==> src/rtl/pipe_pkg.sv <==
// rtl/pipe_pkg.sv - shared types and constants for pipeline stage registers
package pipe_pkg;

    localparam int MEM_CTRL_W = 5;

    typedef struct packed {
        logic size;
        logic enable;
        logic rw;
        logic load;
        logic rf;
    } mem_ctrl_t;

    localparam mem_ctrl_t MEM_CTRL_NOP = '0;

    typedef enum logic [1:0] {
        ST_EMPTY = 2'd0,
        ST_HALF  = 2'd1,
        ST_FULL  = 2'd2
    } stage_state_t;

    // Occupancy is fully described by the two valid bits; skid-only maps to FULL
    // so that the illegal combination never hides behind EMPTY.
    function automatic stage_state_t stage_state(input logic main_v, input logic skid_v);
        if (skid_v) begin
            return ST_FULL;
        end else if (main_v) begin
            return ST_HALF;
        end else begin
            return ST_EMPTY;
        end
    endfunction

endpackage

==> src/rtl/pipe_skid_entry.sv <==
// rtl/pipe_skid_entry.sv - one valid+ctrl+data holding register with load and clear
module pipe_skid_entry
    import pipe_pkg::*;
#(
    parameter int                CTRL_W   = MEM_CTRL_W,
    parameter int                DATA_W   = 32,
    parameter logic [CTRL_W-1:0] CTRL_RST = {CTRL_W{1'b0}}
) (
    input  logic              clk,
    input  logic              resetn,
    input  logic              load,
    input  logic              clear,
    input  logic [CTRL_W-1:0] ctrl_in,
    input  logic [DATA_W-1:0] data_in,
    output logic              valid_q,
    output logic [CTRL_W-1:0] ctrl_q,
    output logic [DATA_W-1:0] data_q
);

    logic              valid_d;
    logic [CTRL_W-1:0] ctrl_d;
    logic [DATA_W-1:0] data_d;

    // Clear wins over load; data is left alone on clear so data_o holds its last value.
    always_comb begin
        valid_d = valid_q;
        ctrl_d  = ctrl_q;
        data_d  = data_q;
        if (clear) begin
            valid_d = 1'b0;
            ctrl_d  = CTRL_RST;
        end else if (load) begin
            valid_d = 1'b1;
            ctrl_d  = ctrl_in;
            data_d  = data_in;
        end
    end

    always_ff @(posedge clk) begin
        if (!resetn) begin
            valid_q <= 1'b0;
            ctrl_q  <= CTRL_RST;
            data_q  <= '0;
        end else begin
            valid_q <= valid_d;
            ctrl_q  <= ctrl_d;
            data_q  <= data_d;
        end
    end

endmodule

==> src/rtl/pipe_stage_reg.sv <==
// rtl/pipe_stage_reg.sv - valid/ready stage register with 2-entry skid; PIPE_STAGE_BUBBLE_CNT_EN adds bubble_cnt_o
module pipe_stage_reg
    import pipe_pkg::*;
#(
    parameter int                CTRL_W   = MEM_CTRL_W,
    parameter int                DATA_W   = 32,
    parameter logic [CTRL_W-1:0] CTRL_RST = {CTRL_W{1'b0}}
) (
    input  logic              CLK,
    input  logic              CLR,
    input  logic              valid_i,
    input  logic [CTRL_W-1:0] ctrl_i,
    input  logic [DATA_W-1:0] data_i,
    output logic              ready_o,
    input  logic              flush_i,
    output logic              valid_o,
    output logic [CTRL_W-1:0] ctrl_o,
    output logic [DATA_W-1:0] data_o,
`ifdef PIPE_STAGE_BUBBLE_CNT_EN
    output logic [15:0]       bubble_cnt_o,
`endif
    input  logic              ready_i
);

    logic              main_valid, skid_valid;
    logic [CTRL_W-1:0] main_ctrl, skid_ctrl;
    logic [DATA_W-1:0] main_data, skid_data;

    logic              main_load, main_clear, main_from_skid;
    logic              skid_load, skid_clear;
    logic [CTRL_W-1:0] main_ctrl_in;
    logic [DATA_W-1:0] main_data_in;
    logic              in_fire, out_fire;
    stage_state_t      state;

    assign state    = stage_state(main_valid, skid_valid);
    assign ready_o  = CLR & ~skid_valid;
    assign in_fire  = valid_i & ready_o;
    assign out_fire = main_valid & ready_i;

    always_comb begin
        main_load      = 1'b0;
        main_clear     = 1'b0;
        main_from_skid = 1'b0;
        skid_load      = 1'b0;
        skid_clear     = 1'b0;
        if (flush_i) begin
            main_clear = 1'b1;
            skid_clear = 1'b1;
        end else begin
            unique case (state)
                ST_EMPTY: begin
                    main_load = in_fire;
                end
                ST_HALF: begin
                    if (in_fire && out_fire) begin
                        main_load = 1'b1;
                    end else if (in_fire) begin
                        skid_load = 1'b1;
                    end else if (out_fire) begin
                        main_clear = 1'b1;
                    end
                end
                ST_FULL: begin
                    // ready_o is low here, so only the drain path can move
                    if (out_fire) begin
                        main_load      = 1'b1;
                        main_from_skid = 1'b1;
                        skid_clear     = 1'b1;
                    end
                end
                default: begin
                    main_clear = 1'b1;
                    skid_clear = 1'b1;
                end
            endcase
        end
    end

    always_comb begin
        main_ctrl_in = ctrl_i;
        main_data_in = data_i;
        if (main_from_skid) begin
            main_ctrl_in = skid_ctrl;
            main_data_in = skid_data;
        end
    end

    pipe_skid_entry #(
        .CTRL_W   (CTRL_W),
        .DATA_W   (DATA_W),
        .CTRL_RST (CTRL_RST)
    ) u_main (
        .clk     (CLK),
        .resetn  (CLR),
        .load    (main_load),
        .clear   (main_clear),
        .ctrl_in (main_ctrl_in),
        .data_in (main_data_in),
        .valid_q (main_valid),
        .ctrl_q  (main_ctrl),
        .data_q  (main_data)
    );

    pipe_skid_entry #(
        .CTRL_W   (CTRL_W),
        .DATA_W   (DATA_W),
        .CTRL_RST (CTRL_RST)
    ) u_skid (
        .clk     (CLK),
        .resetn  (CLR),
        .load    (skid_load),
        .clear   (skid_clear),
        .ctrl_in (ctrl_i),
        .data_in (data_i),
        .valid_q (skid_valid),
        .ctrl_q  (skid_ctrl),
        .data_q  (skid_data)
    );

    assign valid_o = main_valid;
    assign data_o  = main_data;

    always_comb begin
        ctrl_o = CTRL_RST;
        if (main_valid) begin
            ctrl_o = main_ctrl;
        end
    end

`ifdef PIPE_STAGE_BUBBLE_CNT_EN
    logic [15:0] bubble_cnt_q, bubble_cnt_d;

    always_comb begin
        bubble_cnt_d = bubble_cnt_q;
        if (!main_valid && (bubble_cnt_q != 16'hFFFF)) begin
            bubble_cnt_d = bubble_cnt_q + 16'd1;
        end
    end

    always_ff @(posedge CLK) begin
        if (!CLR) begin
            bubble_cnt_q <= '0;
        end else begin
            bubble_cnt_q <= bubble_cnt_d;
        end
    end

    assign bubble_cnt_o = bubble_cnt_q;
`endif

    always_ff @(posedge CLK) begin
        if (CLR) begin
            assert (!(skid_valid && !main_valid))
                else $error("pipe_stage_reg: skid entry valid while main entry empty");
        end
    end

endmodule

==> config.mk <==
export PLATFORM = sky130hd
export DESIGN_NAME = pipe_stage_reg
export DESIGN_NICKNAME = d
export VERILOG_FILES = /design/src/rtl/pipe_pkg.sv /design/src/rtl/pipe_skid_entry.sv /design/src/rtl/pipe_stage_reg.sv
export SDC_FILE = /design/constraint.sdc
export NUM_CORES = 1
export LEC_CHECK = 0
export ABC_AREA = 1
export CAP_MARGIN = 10
export CORE_MARGIN = 8
export CORE_UTILIZATION = 30
export CTS_CLUSTER_SIZE = 40
export DETAILED_ROUTE_END_ITERATION = 16
export SLEW_MARGIN = 40
export SYNTH_ARGS = -nofsm -noshare
export SYNTH_HDL_FRONTEND = slang
export SYNTH_SLANG_ARGS = --single-unit
export TNS_END_PERCENT = 5
==> constraint.sdc <==
create_clock -name CLK -period 1.5 [get_ports CLK]
set_input_delay 0.15 -clock CLK [delete_from_list [all_inputs] [get_ports CLK]]
set_output_delay 0.15 -clock CLK [all_outputs]
set_load 0.005 [all_outputs]
==> Flow_metrics.wiki <==
{| class="wikitable"
! Metric !! Value
|-
| Top-Level Pins || 81
|-
| Pre-CTS setup slack || -83.0 ps
|-
| Vertical die dimension || 125 microns
|-
| Worst setup slack after layout || 75.8 ps
|-
| Global route hottest layer || met2
|-
| Result of the run || complete, no violations
|-
| Post-DP HPWL || 6100 microns
|-
| Drc violations || 0
|-
| Global-route track usage on met3 || 3.19%
|-
| Inserted Diodes || 0
|-
| Met1 usage || 14.2%
|-
| Count of vias placed by the detailed router || 3,380
|-
| Net count, final || 668
|-
| Clk_lat worst skew || 320 ps
|-
| Yosys warns || 0
|-
| Proportion of synthesized chip area in sequential cells || 42.8%
|-
| Worst Path Class, Setup || reg2out
|-
| Worst min-delay path category || in2reg
|-
| Horiz. Die Dim || 125 microns
|-
| Synth top area share || between 40% and 50%
|-
| Area overhead of the layout relative to synthesis || 36.3%
|-
| Core area || 11,500 sq um
|-
| Cell area after layout || 4840 sq um
|-
| Fill cells || 1,169
|-
| Cell Area, Synth || between 3000 and 4000 sq um
|-
| Worst vdd ir || about 500 uV
|-
| RePlAce Congestion || 0.743
|-
| Count of mapped cells out of synthesis || 554
|-
| Category of the worst setup path launch point || flop
|-
| Wire length of the first global-routing pass || 15,500 microns
|-
| Number of hold violations in the final report || 0
|-
| Vias in the first global route || 3,260
|-
| Cell at the root of the clock tree || sky130_fd_sc_hd__clkbuf_16
|-
| CTS clock-pin slew for the worst setup and hold paths || 60 ps
|-
| Starting utilization of the core area || around 31%
|-
| Top fanout value on the critical path || 6
|-
| Setup-violating endpoint count in the final report || 0
|-
| Grt total ovfl || 0
|-
| Count of buffers inserted at the top-level ports || 80
|-
| Required time at the endpoint of the critical path || 1350 ps
|-
| Num Clock Sinks || 76
|-
| Worst-case clock skew || 4.11 ps
|-
| Pin count of the biggest net entering global routing || 47
|-
| Share of the clock period used by the worst path after layout || a little over nine tenths
|-
| Share of the synthesized netlist area taken by xor and xnor gates || 0%
|-
| Vias per Instance || about 4.4
|-
| Clock H-tree levels || 3
|-
| Standby leakage power || 2.40 nW
|-
| Post-route minimum period || 1420 ps
|-
| Maximum achievable frequency || ~0.7 GHz
|-
| Max-cap violations || 0
|-
| Global routing usage summed across all routing layers || 11.8%
|-
| Worst EP arrival || 1270 ps
|-
| Routed wire per std cell || 11.8 microns
|-
| Distinct cell type count after synthesis || 21
|-
| WL final || 9140 microns
|-
| Synthesized-area fraction occupied by ao, oa, aoi and oai cells || 6.23%
|-
| Synthesized area per cell || 6.41 sq um
|-
| Critical Path Sink Type || primary output
|-
| Pins over their slew limit || 0
|-
| DRC marker count from the first detailed-route iteration || 173
|-
| Die area || 15,600 sq um
|-
| Fraction of layout instances using a drive strength above 1 || 6.83%
|-
| Maximum buffer depth of the clock tree || 2
|-
| Total iterations of the first detailed-routing run || 4
|-
| Clock tree from TritonCTS || yes
|-
| Net count of the mapped netlist || 596
|-
| RSZ-0062 raised after global routing || no
|-
| PwrDens || 1020 nW/um^2
|-
| Global-route track usage on met2 || around a fifth
|-
| Flip-flop and latch count after synthesis || between 70 and 80
|-
| Cell area after placement || 4500 sq um
|-
| Antenna violations before repair || 0
|-
| Post-synthesis mux area share || 0%
|-
| Top cell type by total area after synthesis || sky130_fd_sc_hd__dfxtp_1
|-
| Post-synthesis simple-gate area fraction || 39.2%
|-
| Relative slew slack || 71.0%
|-
| Total number of placement rows || 39
|-
| Cts hold-fix bufs || 0
|-
| Clock buffer count from CTS || 9
|-
| Pin slew with the least headroom to its limit || 436 ps
|-
| Area taken by flip-flops and latches || around 1500 sq um
|-
| Adder-cell area share of the yosys netlist || 0%
|-
| Multi-input combinational cell area || 1620 sq um
|-
| Main combinational cell family by area after synthesis || simple AND/OR/NAND/NOR gates
|-
| Ranking of synthesized cells by area || sky130_fd_sc_hd__dfxtp_1 (43%), sky130_fd_sc_hd__nand2_1 (17%), sky130_fd_sc_hd__nor2_1 (16%), sky130_fd_sc_hd__nand3_1 (5.5%), sky130_fd_sc_hd__inv_1 (5.0%)
|-
| DRT antenna net count || 0
|}
-- kinds of logic (layout without fill, tap and decap cells) --
family	after synthesis	in the layout
DFF	76	76
and+or+nand+nor	350	350
AOI/OAI and AO/OA	43	43
buffers and inverters	85	161
-- final cells by class --
cell class / instances / share of cell area, %
inverter: 50 / 3.88
clock buffer: 11 / 5.22
tap: 143 / 3.70
sequential: 76 / 31.6
timing repair buffer: 96 / 20.6
clock inverter: 4 / 1.50
multi-input combinational: 393 / 33.5
-- routing by layer --
layer / vias to the layer above / share of wire (%)
met5: - / 0
met4: 0 / 1.1
met3: 8 / 4.8
met2: 61 / 47
met1: 1494 / 47
li1: 1817 / -
-- report_power, final --
| group | switching [W] | internal, W | total (W) |
|---|---|---|---|
| Clock | 0.000808 | 0.00153 | 0.00234 |
| Sequential | 0.0000274 | 0.00207 | 0.00210 |
| Combinational | 0.000226 | 0.000261 | 0.000488 |
| Total | 0.00106 | 0.00387 | 0.00493 |
-- worst max-delay path, stage by stage, from the launching register on --
cell	delay [ps]
sky130_fd_sc_hd__dfxtp_4	370
sky130_fd_sc_hd__nand2_1	50
sky130_fd_sc_hd__inv_1	40
sky130_fd_sc_hd__clkdlybuf4s50_1	490
-- state kept, by name (all words and copies together), names as in the netlist --
register / count
u_skid.valid_q: 1
u_main.valid_q: 1
u_main.data_q: 32
u_skid.ctrl_q: 5
u_main.ctrl_q: 5
u_skid.data_q: 32
-- synthesized netlist by cell type --
cell and count:
sky130_fd_sc_hd__nand2_2 1, sky130_fd_sc_hd__nor2_1 149, sky130_fd_sc_hd__clkbuf_1 12, sky130_fd_sc_hd__a21o_1 1, sky130_fd_sc_hd__a21oi_1 3, sky130_fd_sc_hd__buf_4 11, sky130_fd_sc_hd__nor2_2 1, sky130_fd_sc_hd__buf_6 7
sky130_fd_sc_hd__nand3_1 39, sky130_fd_sc_hd__inv_2 2, sky130_fd_sc_hd__nand4_2 1, sky130_fd_sc_hd__dfxtp_1 76, sky130_fd_sc_hd__a21oi_2 1, sky130_fd_sc_hd__clkinv_1 1, sky130_fd_sc_hd__o21ai_1 31, sky130_fd_sc_hd__o21ai_0 7
sky130_fd_sc_hd__nand2_1 157, sky130_fd_sc_hd__buf_1 1, sky130_fd_sc_hd__buf_2 4, sky130_fd_sc_hd__inv_1 47, sky130_fd_sc_hd__nor2_4 2
-- layout by cell type (no fill, tap or decap), types with 2 or more instances in the layout --
master                            instances
sky130_fd_sc_hd__buf_12                   7
sky130_fd_sc_hd__clkbuf_16                9
sky130_fd_sc_hd__nor2_4                   3
sky130_fd_sc_hd__a21oi_1                  3
sky130_fd_sc_hd__inv_2                    2
sky130_fd_sc_hd__nand3_1                 38
sky130_fd_sc_hd__clkdlybuf4s50_1         74
sky130_fd_sc_hd__dfxtp_4                  2
sky130_fd_sc_hd__nand2_1                157
sky130_fd_sc_hd__clkbuf_8                 2
sky130_fd_sc_hd__dfxtp_1                 74
sky130_fd_sc_hd__bufinv_16                2
sky130_fd_sc_hd__o21ai_0                  7
sky130_fd_sc_hd__nor2_1                 149
sky130_fd_sc_hd__dlygate4sd2_1            4
sky130_fd_sc_hd__inv_1                   47
sky130_fd_sc_hd__o21ai_1                 31
sky130_fd_sc_hd__buf_4                    8
-- final timing paths --
kind	from	endpoint	slack [ps]	cells after the start
worst max register to register	u_main.valid_q	u_main.data_q[31]	180	6
worst max-delay path	u_main.valid_q	ctrl_o[0]	80	3
worst min-delay path	CLR	u_main.data_q[22]	340	4
worst min register to register	u_skid.data_q[12]	u_skid.data_q[12]	490	2
-- stage by stage --
stage	utilization [%]	hold slack [ps]	std cells	total power, W	setup TNS (ps)
after floorplan	-	285	554	0.00236	0
after global placement	39.2	478	756	0.00263	-1230
after detailed placement	39.2	483	756	0.00264	-2050
after CTS	42.1	312	771	0.00501	0
after global routing	42.2	339	773	0.00515	0
final	42.2	335	773	0.00493	0
-- repair_timing --
action / in CTS / in global routing
buffers inserted: 0 / 2
setup endpoints to repair: 7 / 2
gates resized for setup: 7 / 2
(Power assumes the default switching activity.)
